--- config.mk ---
export PLATFORM = sky130hd
export DESIGN_NAME = sum_arbiter_flat
export DESIGN_NICKNAME = d
export VERILOG_FILES = /design/src/rtl/sum_arbiter_if.sv /design/src/rtl/sum_arbiter.sv /design/src/flat_wrapper.sv
export SDC_FILE = /design/constraint.sdc
export NUM_CORES = 1
export LEC_CHECK = 0
export BUFFER_PORTS_ARGS = -buffer_cell sky130_fd_sc_hd__buf_2
export CAP_MARGIN = 20
export CORE_ASPECT_RATIO = 0.9
export CORE_MARGIN = 3
export CORE_UTILIZATION = 27
export CTS_CLUSTER_DIAMETER = 40
export DETAILED_ROUTE_END_ITERATION = 6
export PLACE_DENSITY = 0.87
export SLEW_MARGIN = 15
export SYNTH_ARGS = -nofsm -noshare
export SYNTH_HDL_FRONTEND = slang
export SYNTH_SLANG_ARGS = --single-unit
export TNS_END_PERCENT = 5
--- constraint.sdc ---
create_clock -name clk -period 1.37 [get_ports clk]
set_input_delay 0.3425 -clock clk [delete_from_list [all_inputs] [get_ports clk]]
set_output_delay 0.3425 -clock clk [all_outputs]
set_load 0.005 [all_outputs]
--- src/rtl/sum_arbiter_if.sv ---
// Bundle between the shared-adder arbiter, its requesters and the single sum instance.
// master = requesters plus adder side, slave = arbiter.
interface sum_arbiter_if #(
    parameter int unsigned N_REQ = 2,
    parameter int unsigned WIDTH = 16
);
    localparam int unsigned IDX_W = (N_REQ > 1) ? $clog2(N_REQ) : 1;

    logic [N_REQ-1:0]       req;
    logic [N_REQ*WIDTH-1:0] op_a_i;
    logic [N_REQ*WIDTH-1:0] op_b_i;
    logic [N_REQ*WIDTH-1:0] res_o;
    logic [N_REQ-1:0]       gnt;
    logic                   busy;
    logic [IDX_W-1:0]       owner;
    logic [WIDTH-1:0]       sum_in_a;
    logic [WIDTH-1:0]       sum_in_b;
    logic [WIDTH-1:0]       sum_out;

    modport master (
        output req, op_a_i, op_b_i, sum_out,
        input  res_o, gnt, busy, owner, sum_in_a, sum_in_b
    );

    modport slave (
        input  req, op_a_i, op_b_i, sum_out,
        output res_o, gnt, busy, owner, sum_in_a, sum_in_b
    );
endinterface

--- src/rtl/sum_arbiter.sv ---
// Round-robin, session-locked arbiter sharing one combinational adder among N_REQ units.
// Optional macro SUM_ARB_FAST_HANDOFF_EN: hand the grant straight to the next winner on release.
module sum_arbiter #(
    parameter int unsigned N_REQ = 2,
    parameter int unsigned WIDTH = 16
) (
    input logic          clk,
    input logic          rst,
    sum_arbiter_if.slave bus
);
    localparam int unsigned IDX_W = (N_REQ > 1) ? $clog2(N_REQ) : 1;

    typedef enum logic {IDLE, OWNED} state_e;

    state_e           state_q, state_d;
    logic [N_REQ-1:0] gnt_q, gnt_d;
    logic [IDX_W-1:0] owner_q, owner_d;
    logic             busy_q, busy_d;

    logic [IDX_W-1:0] cand;
    logic [IDX_W-1:0] rr_idx;
    logic             rr_hit;
    logic [N_REQ-1:0] rr_onehot;

    // First pending request scanning owner+1, owner+2, ... with wrap
    always_comb begin
        cand      = owner_q;
        rr_idx    = owner_q;
        rr_hit    = 1'b0;
        rr_onehot = '0;
        for (int unsigned i = 1; i <= N_REQ; i++) begin
            cand = IDX_W'((32'(owner_q) + i) % N_REQ);
            if (!rr_hit && bus.req[cand]) begin
                rr_hit = 1'b1;
                rr_idx = cand;
            end
        end
        if (rr_hit) rr_onehot[rr_idx] = 1'b1;
    end

    always_comb begin
        state_d = state_q;
        gnt_d   = gnt_q;
        owner_d = owner_q;
        unique case (state_q)
            IDLE: begin
                if (rr_hit) begin
                    gnt_d   = rr_onehot;
                    owner_d = rr_idx;
                    state_d = OWNED;
                end
            end
            OWNED: begin
                // owner keeps its value on release so it serves as the rotation pointer
                if (!bus.req[owner_q]) begin
`ifdef SUM_ARB_FAST_HANDOFF_EN
                    if (rr_hit) begin
                        gnt_d   = rr_onehot;
                        owner_d = rr_idx;
                    end else begin
                        gnt_d   = '0;
                        state_d = IDLE;
                    end
`else
                    gnt_d   = '0;
                    state_d = IDLE;
`endif
                end
            end
            default: begin
                gnt_d   = '0;
                state_d = IDLE;
            end
        endcase
        busy_d = |gnt_d;
    end

    always_ff @(posedge clk or posedge rst) begin
        if (rst) begin
            state_q <= IDLE;
            gnt_q   <= '0;
            owner_q <= IDX_W'(N_REQ - 1);
            busy_q  <= 1'b0;
        end else begin
            state_q <= state_d;
            gnt_q   <= gnt_d;
            owner_q <= owner_d;
            busy_q  <= busy_d;
        end
    end

    // Operand mux and result steering follow the registered grant
    always_comb begin
        bus.sum_in_a = '0;
        bus.sum_in_b = '0;
        bus.res_o    = '0;
        for (int unsigned k = 0; k < N_REQ; k++) begin
            if (gnt_q[k]) begin
                bus.sum_in_a               = bus.op_a_i[k*WIDTH +: WIDTH];
                bus.sum_in_b               = bus.op_b_i[k*WIDTH +: WIDTH];
                bus.res_o[k*WIDTH +: WIDTH] = bus.sum_out;
            end
        end
    end

    assign bus.gnt   = gnt_q;
    assign bus.busy  = busy_q;
    assign bus.owner = owner_q;
endmodule

--- src/flat_wrapper.sv ---
// flat-port wrapper written by rule: the top's interface ports become plain ports
module sum_arbiter_flat 
#(
    parameter int unsigned N_REQ = 2,
    parameter int unsigned WIDTH = 16
)
  (clk, rst, bus_req, bus_op_a_i, bus_op_b_i, bus_sum_out, bus_res_o, bus_gnt, bus_busy, bus_owner, bus_sum_in_a, bus_sum_in_b);
  sum_arbiter_if #(.N_REQ(N_REQ), .WIDTH(WIDTH)) bus_i ();
  input logic clk;
  input logic rst;
  input wire logic [$bits(bus_i.req)-1:0] bus_req;
  input wire logic [$bits(bus_i.op_a_i)-1:0] bus_op_a_i;
  input wire logic [$bits(bus_i.op_b_i)-1:0] bus_op_b_i;
  input wire logic [$bits(bus_i.sum_out)-1:0] bus_sum_out;
  output wire logic [$bits(bus_i.res_o)-1:0] bus_res_o;
  output wire logic [$bits(bus_i.gnt)-1:0] bus_gnt;
  output wire logic [$bits(bus_i.busy)-1:0] bus_busy;
  output wire logic [$bits(bus_i.owner)-1:0] bus_owner;
  output wire logic [$bits(bus_i.sum_in_a)-1:0] bus_sum_in_a;
  output wire logic [$bits(bus_i.sum_in_b)-1:0] bus_sum_in_b;
  assign bus_i.req = bus_req;
  assign bus_i.op_a_i = bus_op_a_i;
  assign bus_i.op_b_i = bus_op_b_i;
  assign bus_i.sum_out = bus_sum_out;
  assign bus_res_o = bus_i.res_o;
  assign bus_gnt = bus_i.gnt;
  assign bus_busy = bus_i.busy;
  assign bus_owner = bus_i.owner;
  assign bus_sum_in_a = bus_i.sum_in_a;
  assign bus_sum_in_b = bus_i.sum_in_b;
  sum_arbiter #(.N_REQ(N_REQ), .WIDTH(WIDTH)) u_core (.clk(clk), .rst(rst), .bus(bus_i));
endmodule
# Word-level counts from Yosys, hierarchy flattened
# Index checks and enable logic that the tools add are counted.
dict set report classes {
  add_sub_neg 2
  n_lt_le_gt_ge 5
  mux 24
  bitwise_logic 1
  n_reduce_logical 5
}
# operator count
set ops {}
lappend ops {{$mux W16} 6}
lappend ops {{$mux W1} 13}
lappend ops {{$lt A1 B2 Y1 const B} 4}
lappend ops {{$mux W2} 2}
lappend ops {{$pmux W2 S2} 1}
lappend ops {{$add A1 B1 Y1 const B} 2}
lappend ops {{$logic_and A1 B1 Y1} 2}
lappend ops {{$pmux W1 S2} 1}
lappend ops {{$reduce_and A2 Y1} 1}
lappend ops {{$reduce_or A2 Y1} 1}
lappend ops {{$demux W1 S1} 1}
lappend ops {{$ge A1 B1 Y1 const B} 1}
lappend ops {{$logic_not A1 Y1} 1}
lappend ops {{$not A1 Y1} 1}
dict set report word_totals {
  register_bits 5
  out_inout_bits 68
  elab_cells 41
}

# Depth between registers and ports, before layout
# Gate-level depths: netlist of run 1.
dict set report logic_depth {
  word_depth 14
  ltp_mapped 4
}

# Worst setup path before layout of run 1
# No wires, ideal clock.
dict set report synth_path {
  kind {register to output}
  start {reg u_core.gnt_q[1] (netlist: u_core.bus.gnt[1])}
  end {out bus_sum_in_a[0]}
  arrival_ns 0.926
  t_required_ns 1.028
  path_slack_ns 0.102
  stages_incl_launch_ff 5
  n_path_buf 2
  path_cell_list {dfrtp_1 -> buf_2 -> nor2_4 -> buf_6 -> a22o_1}
}
dict set report synth_via {
  elab_chain_len 1
}
# item line_no
set synth_rtl {}
lappend synth_rtl {{start, declared} sum_arbiter.sv:16} ;# logic [N_REQ-1:0] gnt_q, gnt_d;
lappend synth_rtl {{start signal, assigned} sum_arbiter.sv:86} ;# gnt_q <= gnt_d;
lappend synth_rtl {{$mux W16} sum_arbiter.sv:98} ;# if (gnt_q[k]) begin
lappend synth_rtl {{end, declared} flat_wrapper.sv:19} ;# output wire logic [$bits(bus_i.sum_in_a)-1:0] bus_sum_in_a;
# No other way between the ends.

# Worst setup path in the final report of run 1
dict set report layout_path {
  start {reg u_core.gnt_q[1] (netlist: u_core.bus.gnt[1])}
  end {out bus_res_o[24]}
}
dict set report layout_via {
  elab_chain_len 1
}
# item line_no
set layout_rtl {}
lappend layout_rtl {{$mux W16} sum_arbiter.sv:98}
lappend layout_rtl {{end, declared} flat_wrapper.sv:15} ;# output wire logic [$bits(bus_i.res_o)-1:0] bus_res_o;
# No other way between the ends.

==> results of run 1 <==
[cells in the mapped netlist, drive strengths merged]
master	instances	area (um2)
nand3b	1	7.510
buf	11	80.07
a31o	1	8.760
a22o	32	280.3
o21ai	3	15.01
clkbuf	1	5.000
a211oi	1	12.51
dfrtp	4	100.1
a21oi	1	5.000
nand2b	1	13.76
nor2b	1	13.76
inv	3	11.26
and2b	1	7.510
o31a	1	8.760
nand4	1	6.260
a31oi	1	6.260
nand2	4	15.01
dfstp	1	26.28
and2	32	200.2
nand3	2	10.01
nor2	4	22.52
[power by group through the flow]
stage	sequential (mW)	clock (mW)	combinational, mW
6_report	0.328	0.176	3.33
5_1_grt	0.341	0.191	3.57
4_1_cts	0.327	0.180	3.04
3_5_place_dp	0.318	0	2.25
3_3_place_gp	0.316	0	2.22
2_1_floorplan	0.289	0	1.36
[cells by family (layout without fill, tap and decap cells)]
| family | Yosys count | count (layout) |
|---|---|---|
| buffers and inverters | 15 | 173 |
| DFF | 5 | 5 |
| AOI/OAI and AO/OA | 40 | 40 |
| and+or+nand+nor | 47 | 48 |
[registers in the layout, indices dropped and copies added, names as in the netlist]
name / flops
u_core.bus.gnt: 2
u_core.state_q: 1
u_core.bus.busy: 1
u_core.bus.owner: 1
[layer usage]
layer | part of all wire [%] | GRT usage (%)
met1 | 36 | 20.21
met2 | 55 | 38.82
met3 | 8.4 | 4.744
met4 | 0.51 | 4.734
met5 | 0 | 0
[placed cells by master, fill, tap and decap left out, types with 3 or more instances in the layout]
master and n:
buf_16 3, buf_2 137, and2_1 16, nand2_1 4
nor2_1 3, dfrtp_1 3, and2_4 16, buf_6 16
a22o_1 32, buf_12 5, clkbuf_4 3
[path summary, 6_finish.rpt]
| kind | cells past startpoint | from | to |
|---|---|---|---|
| setup / recovery | 5 | u_core.bus.gnt[1] | bus_res_o[24] |
| hold / removal | 3 | bus_req[1] | u_core.bus.gnt[0] |
| setup reg to reg | 6 | u_core.bus.gnt[1] | u_core.bus.gnt[1] |
| hold reg to reg | 2 | u_core.bus.owner | u_core.bus.owner |
| max in group asynchronous | 3 | rst | u_core.bus.owner |
| min in group asynchronous | 3 | rst | u_core.state_q |
[what timing repair did]
item | in CTS | in global routing
resized for setup | 23 | 22
gates cloned | 4 | 1
hold buffers | 1 | 0
buffers inserted | 5 | 0
pin swaps | 6 | 7
endpoints found under the setup margin | 65 | 67
endpoints found under the hold margin | 4 | 0
[tightest hold or removal path: stages]
cell,delay [ns]
buf_2,0.13
nand4_1,0.09
nand3b_1,0.07
[layout make-up]
class	instances	area share, %
inverter	3	0.5573
sequential	5	6.316
timing repair buffer	166	55.48
clock buffer	4	1.300
multi-input combinational	88	33.87
tap	40	2.477
==> impl_metrics.py, run 1 <==
metrics = {
    "routing": {
        "num_vias": 1439,
        "drt_iter0_markers": 96,
        "first_pass_iters": 4,
        "ant_nets": 0,
        "drc": 0,
        "routedWlPerCell_um": 14.78,
        "viasPerCell": 4.703,
        "drt_wl_total_um": 4522,
    },
    "sta": {
        "finalSetupViolCount": 66,
        "hold_viol": 0,
        "clock_skew_ns": 0.005532,
        "hold_ws_ns": 0.4297,
        "fin_ws_ns": -0.3335,
        "fin_tns_setup_ns": -14.21,
        "slew_headroom_pct": 75.65,
        "fmax_mhz": 587.0,
        "final-max-slew-violation-count": 0,
        "fin_crit_ns": 1.703,
        "fin_crit_sh_pct": 124.3,
        "worstMarginPinSlew_ns": 0.3652,
        "rsz0062_at_grt": "yes",
    },
    "cts": {
        "clk_latency_ns": 0.25,
        "path_clk_slew_ns": 0.05,
        "cts_htree_levels": 1,
        "numCtsBuffers": 3,
        "clockBufferDepth": 2,
        "cts_sinks": 5,
        "cts_tree": "built",
        "cts_root_buffer": "clkbuf_4",
    },
    "power": {
        "switching_share_pct": 38.25,
        "p_sw_mw": 1.467,
        "power_frac_comb_pct": 86.9,
        "total_power_mw": 3.835,
        "cellPowerDensity_nw_per_um2": 1898,
        "clockPowerShare_pct": 4.6,
        "p_int_mw": 2.368,
        "vdd_drop_max_uv": 1119,
        "p_leak_nw": 1.184,
        "seqPwrFrac_pct": 8.6,
    },
    "placed_design": {
        "place.gp.congestion": 0.7017,
        "place_ws_ns": -0.2379,
        "hpwl_um": 3188,
        "dp_cells": 291,
        "port_buffers": 151,
        "postPlaceCellArea_um2": 1627,
    },
    "synthesis": {
        "ys_types": 24,
        "synth_compound_area_share_pct": 39.33,
        "synth_top_family_by_area": "compound AO/OA/AOI/OAI gates",
        "avgSynthCellArea_um2": 7.998,
        "ys_ff_latch": 5,
        "synth-xor-area-share_pct": 0,
        "yosys_warnings": 0,
        "yosysSeqAreaShare_pct": 14.77,
        "yosys.area_share.simple_pct": 34.65,
        "syn_area_um2": 855.8,
        "synthMuxAreaShare_pct": 0,
        "synthCells": 107,
        "yosys.area_share.adder_pct": 0,
        "syn-num-nets": 191,
    },
    "cells_and_area": {
        "multi_input_area_um2": 684.4,
        "layout-drive-gt1-share_pct": 72.18,
        "layout.nets": 351,
        "final_cells": 306,
        "stdcell_area_um2": 2021,
        "fin_util_pct": 70.10,
        "areaGrowthSynthToFinish_pct": 136.1,
        "n_fill_cell": 254,
        "regArea_um2": 127.6,
        "num_antenna_cells": 0,
    },
    "global_route": {
        "grt_overflow_total": 0,
        "grt_pass1_vias": 1282,
        "grt_use_total_pct": 19.43,
        "grt_pass1_wl_um": 5947,
        "antenna_found_initial": 0,
        "grt_max_degree": 21,
    },
    "floorplanning": {
        "dieHeight_um": 59.41,
        "placementRows": 18,
        "start_util_pct": 29.69,
        "core_um2": 2883,
        "die_w_um": 65.35,
        "die-area_um2": 3882,
        "ioPinCount": 152,
    },
    "flow_run": {
        "cap_violations": 0,
    },
    "critical_path": {
        "arrival_ns": 1.36,
        "cp_num_buf_inv": 4,
        "cp_top_family": "buffers and inverters",
        "path_cells": "buf_8, buf_8, clkbuf_16, and2_1, buf_2",
        "slowest_delay_ns": 0.43,
        "required_ns": 1.03,
        "critPathCaptureType": "primary output",
        "crit_fanout": 5,
        "path_class": "flip-flop to primary output",
        "startpoint_type": "flip-flop",
        "regToRegSetupSlack_ns": -0.05,
        "worst_path_max_delay_cell": "dfrtp_2",
        "worst_path_most_repeated_cell": "buf_8",
    },
    "min_path": {
        "hp-class": "primary input to flip-flop",
    },
    "run_status": {
        "violations": "negative setup slack",
        "status": "finished, violations left",
    },
}
Power figures use the tool's default switching activity.
==> run 2: changes to the inputs <==
CELL_PAD_IN_SITES_DETAIL_PLACEMENT = 1   (was default)
CELL_PAD_IN_SITES_GLOBAL_PLACEMENT = 1   (was default)
CORE_UTILIZATION = 15   (was 27)
GPL_TIMING_DRIVEN = 1   (was default)
PLACE_DENSITY = 0.86   (was 0.87)
clock period = 1.9 ns   (was 1.37 ns; I/O delays follow)
==> run 2 against run 1 <==
  * The flow now finishes without violations
  * Routed wire length decreased by 9.9%
  * Critical path depth unchanged
  * Count of clock-buffer cells in the layout unchanged
  * Final cell count increased by 4.6%
  * Die area increased by 71%
  * Design area decreased by 16%
  * Largest power group unchanged
==> impl_metrics.py, run 2 (synthesis gave the netlist of run 1 again) <==
metrics = {
    "floorplanning": {
        "die-area_um2": 6649,
        "placementRows": 25,
        "ioPinCount": 152,
        "start_util_pct": 15.91,
        "core_um2": 5380,
        "die_w_um": 85.62,
        "dieHeight_um": 77.66,
    },
    "power": {
        "cellPowerDensity_nw_per_um2": 1212,
        "total_power_mw": 2.063,
        "p_leak_nw": 1.044,
        "vdd_drop_max_uv": 463.7,
    },
    "placed_design": {
        "place.gp.congestion": 0.7319,
        "dp_cells": 316,
        "postPlaceCellArea_um2": 1658,
        "hpwl_um": 3425,
        "port_buffers": 151,
    },
    "cells_and_area": {
        "num_antenna_cells": 0,
        "final_cells": 320,
        "stdcell_area_um2": 1703,
        "layout.nets": 338,
        "layout_common_cells": "buf_2 (151), a22o_1 (32), and2_1 (32), nand2_1 (4), dfrtp_1 (4)",
        "largest_reg_flops": 2,
        "final_common_cell": "buf_2",
        "fin_util_pct": 31.65,
        "layout-drive-gt1-share_pct": 64.43,
        "areaGrowthSynthToFinish_pct": 98.98,
    },
    "critical_path": {
        "cp_num_buf_inv": 3,
        "startpoint_type": "flip-flop",
        "path_cells": "inv_2, nor2_4, buf_12, a22o_1, buf_2",
        "cp_top_family": "flip-flops",
        "critPathCaptureType": "primary output",
        "path_class": "flip-flop to primary output",
        "regToRegSetupSlack_ns": 0.79,
        "slowest_delay_ns": 0.38,
        "required_ns": 1.42,
        "crit_fanout": 31,
        "worst_path_max_delay_cell": "dfrtp_1",
        "arrival_ns": 1.23,
    },
    "global_route": {
        "grt_pass1_wl_um": 6617,
        "grt_overflow_total": 0,
        "antenna_found_initial": 0,
        "grt_use_total_pct": 11.76,
        "grt_max_degree": 54,
        "grt_pass1_vias": 1489,
    },
    "sta": {
        "clock_skew_ns": 0.0001487,
        "hold_viol": 0,
        "finalSetupViolCount": 0,
        "fin_crit_ns": 1.702,
        "fin_tns_setup_ns": 0,
        "worstMarginPinSlew_ns": 0.3512,
        "rsz0062_at_grt": "no",
        "fin_crit_sh_pct": 89.59,
        "slew_headroom_pct": 76.59,
        "fmax_mhz": 587.5,
        "final-max-slew-violation-count": 0,
    },
    "routing": {
        "num_vias": 1382,
        "drt_wl_total_um": 4076,
        "drc": 0,
        "drt_iter0_markers": 28,
        "first_pass_iters": 4,
        "viasPerCell": 4.319,
        "routedWlPerCell_um": 12.74,
        "ant_nets": 0,
    },
    "cts": {
        "numCtsBuffers": 3,
        "cts-resized-gates": 0,
        "cts_tree": "built",
        "postCtsHoldBufs": 0,
        "cts_sinks": 5,
        "clockBufferDepth": 2,
        "cts_htree_levels": 1,
        "cts_root_buffer": "clkbuf_8",
        "clk_latency_ns": 0.22,
        "path_clk_slew_ns": 0.03,
        "cts_setup_buffers": 0,
    },
    "min_path": {
        "hp-class": "primary input to async pin",
    },
    "run_status": {
        "status": "completed",
    },
    "flow_run": {
        "cap_violations": 0,
    },
}
==> run 2: final timing paths <==
check	start	endpoint	depth (start not counted)
worst max-delay path	u_core.bus.gnt[0]	bus_sum_in_a[2]	5
worst min register to register	u_core.bus.owner	u_core.bus.owner	2
worst min-delay path	rst	u_core.bus.busy	2
min in group clk	u_core.bus.owner	u_core.bus.owner	2
worst max register to register	u_core.bus.owner	u_core.bus.gnt[0]	3
max in group asynchronous	rst	u_core.bus.owner	2
==> run 2: metal layers <==
layer	global-route usage [%]	wire length (um)	up-vias	part of all wire [%]
li1	-	-	680	-
met1	11.82	1427	611	35
met2	23.14	2117	89	52
met3	3.822	523	2	13
met4	2.532	8	0	0.20
met5	0	0	-	0
==> run 2: area by class of cell <==
class,count,area (um2)
well taps,67,83.83
multi-input cells,87,633.1
inverters,3,11.26
repair buffers,154,803.3
fillers,702,3677
clock buffers,4,45.04
flip-flops and latches,5,126.4
==> run 2: per-stage QoR <==
step | hold WS, ns | worst slack, ns
5_1_grt | 0.1670 | 0.09308
2_1_floorplan | 0.2528 | 0.4995
3_5_place_dp | 0.3768 | 0.4133
4_1_cts | 0.1518 | 0.1830
6_report | 0.1454 | 0.1978
3_3_place_gp | 0.3724 | 0.4462
==> run 2: power by group <==
part / leakage [nW] / total, mW / internal [mW] / switching, mW
Sequential: 0.0588 / 0.239 / 0.165 / 0.0734
Combinational: 0.963 / 1.63 / 0.873 / 0.760
Clock: 0.0228 / 0.191 / 0.144 / 0.0478
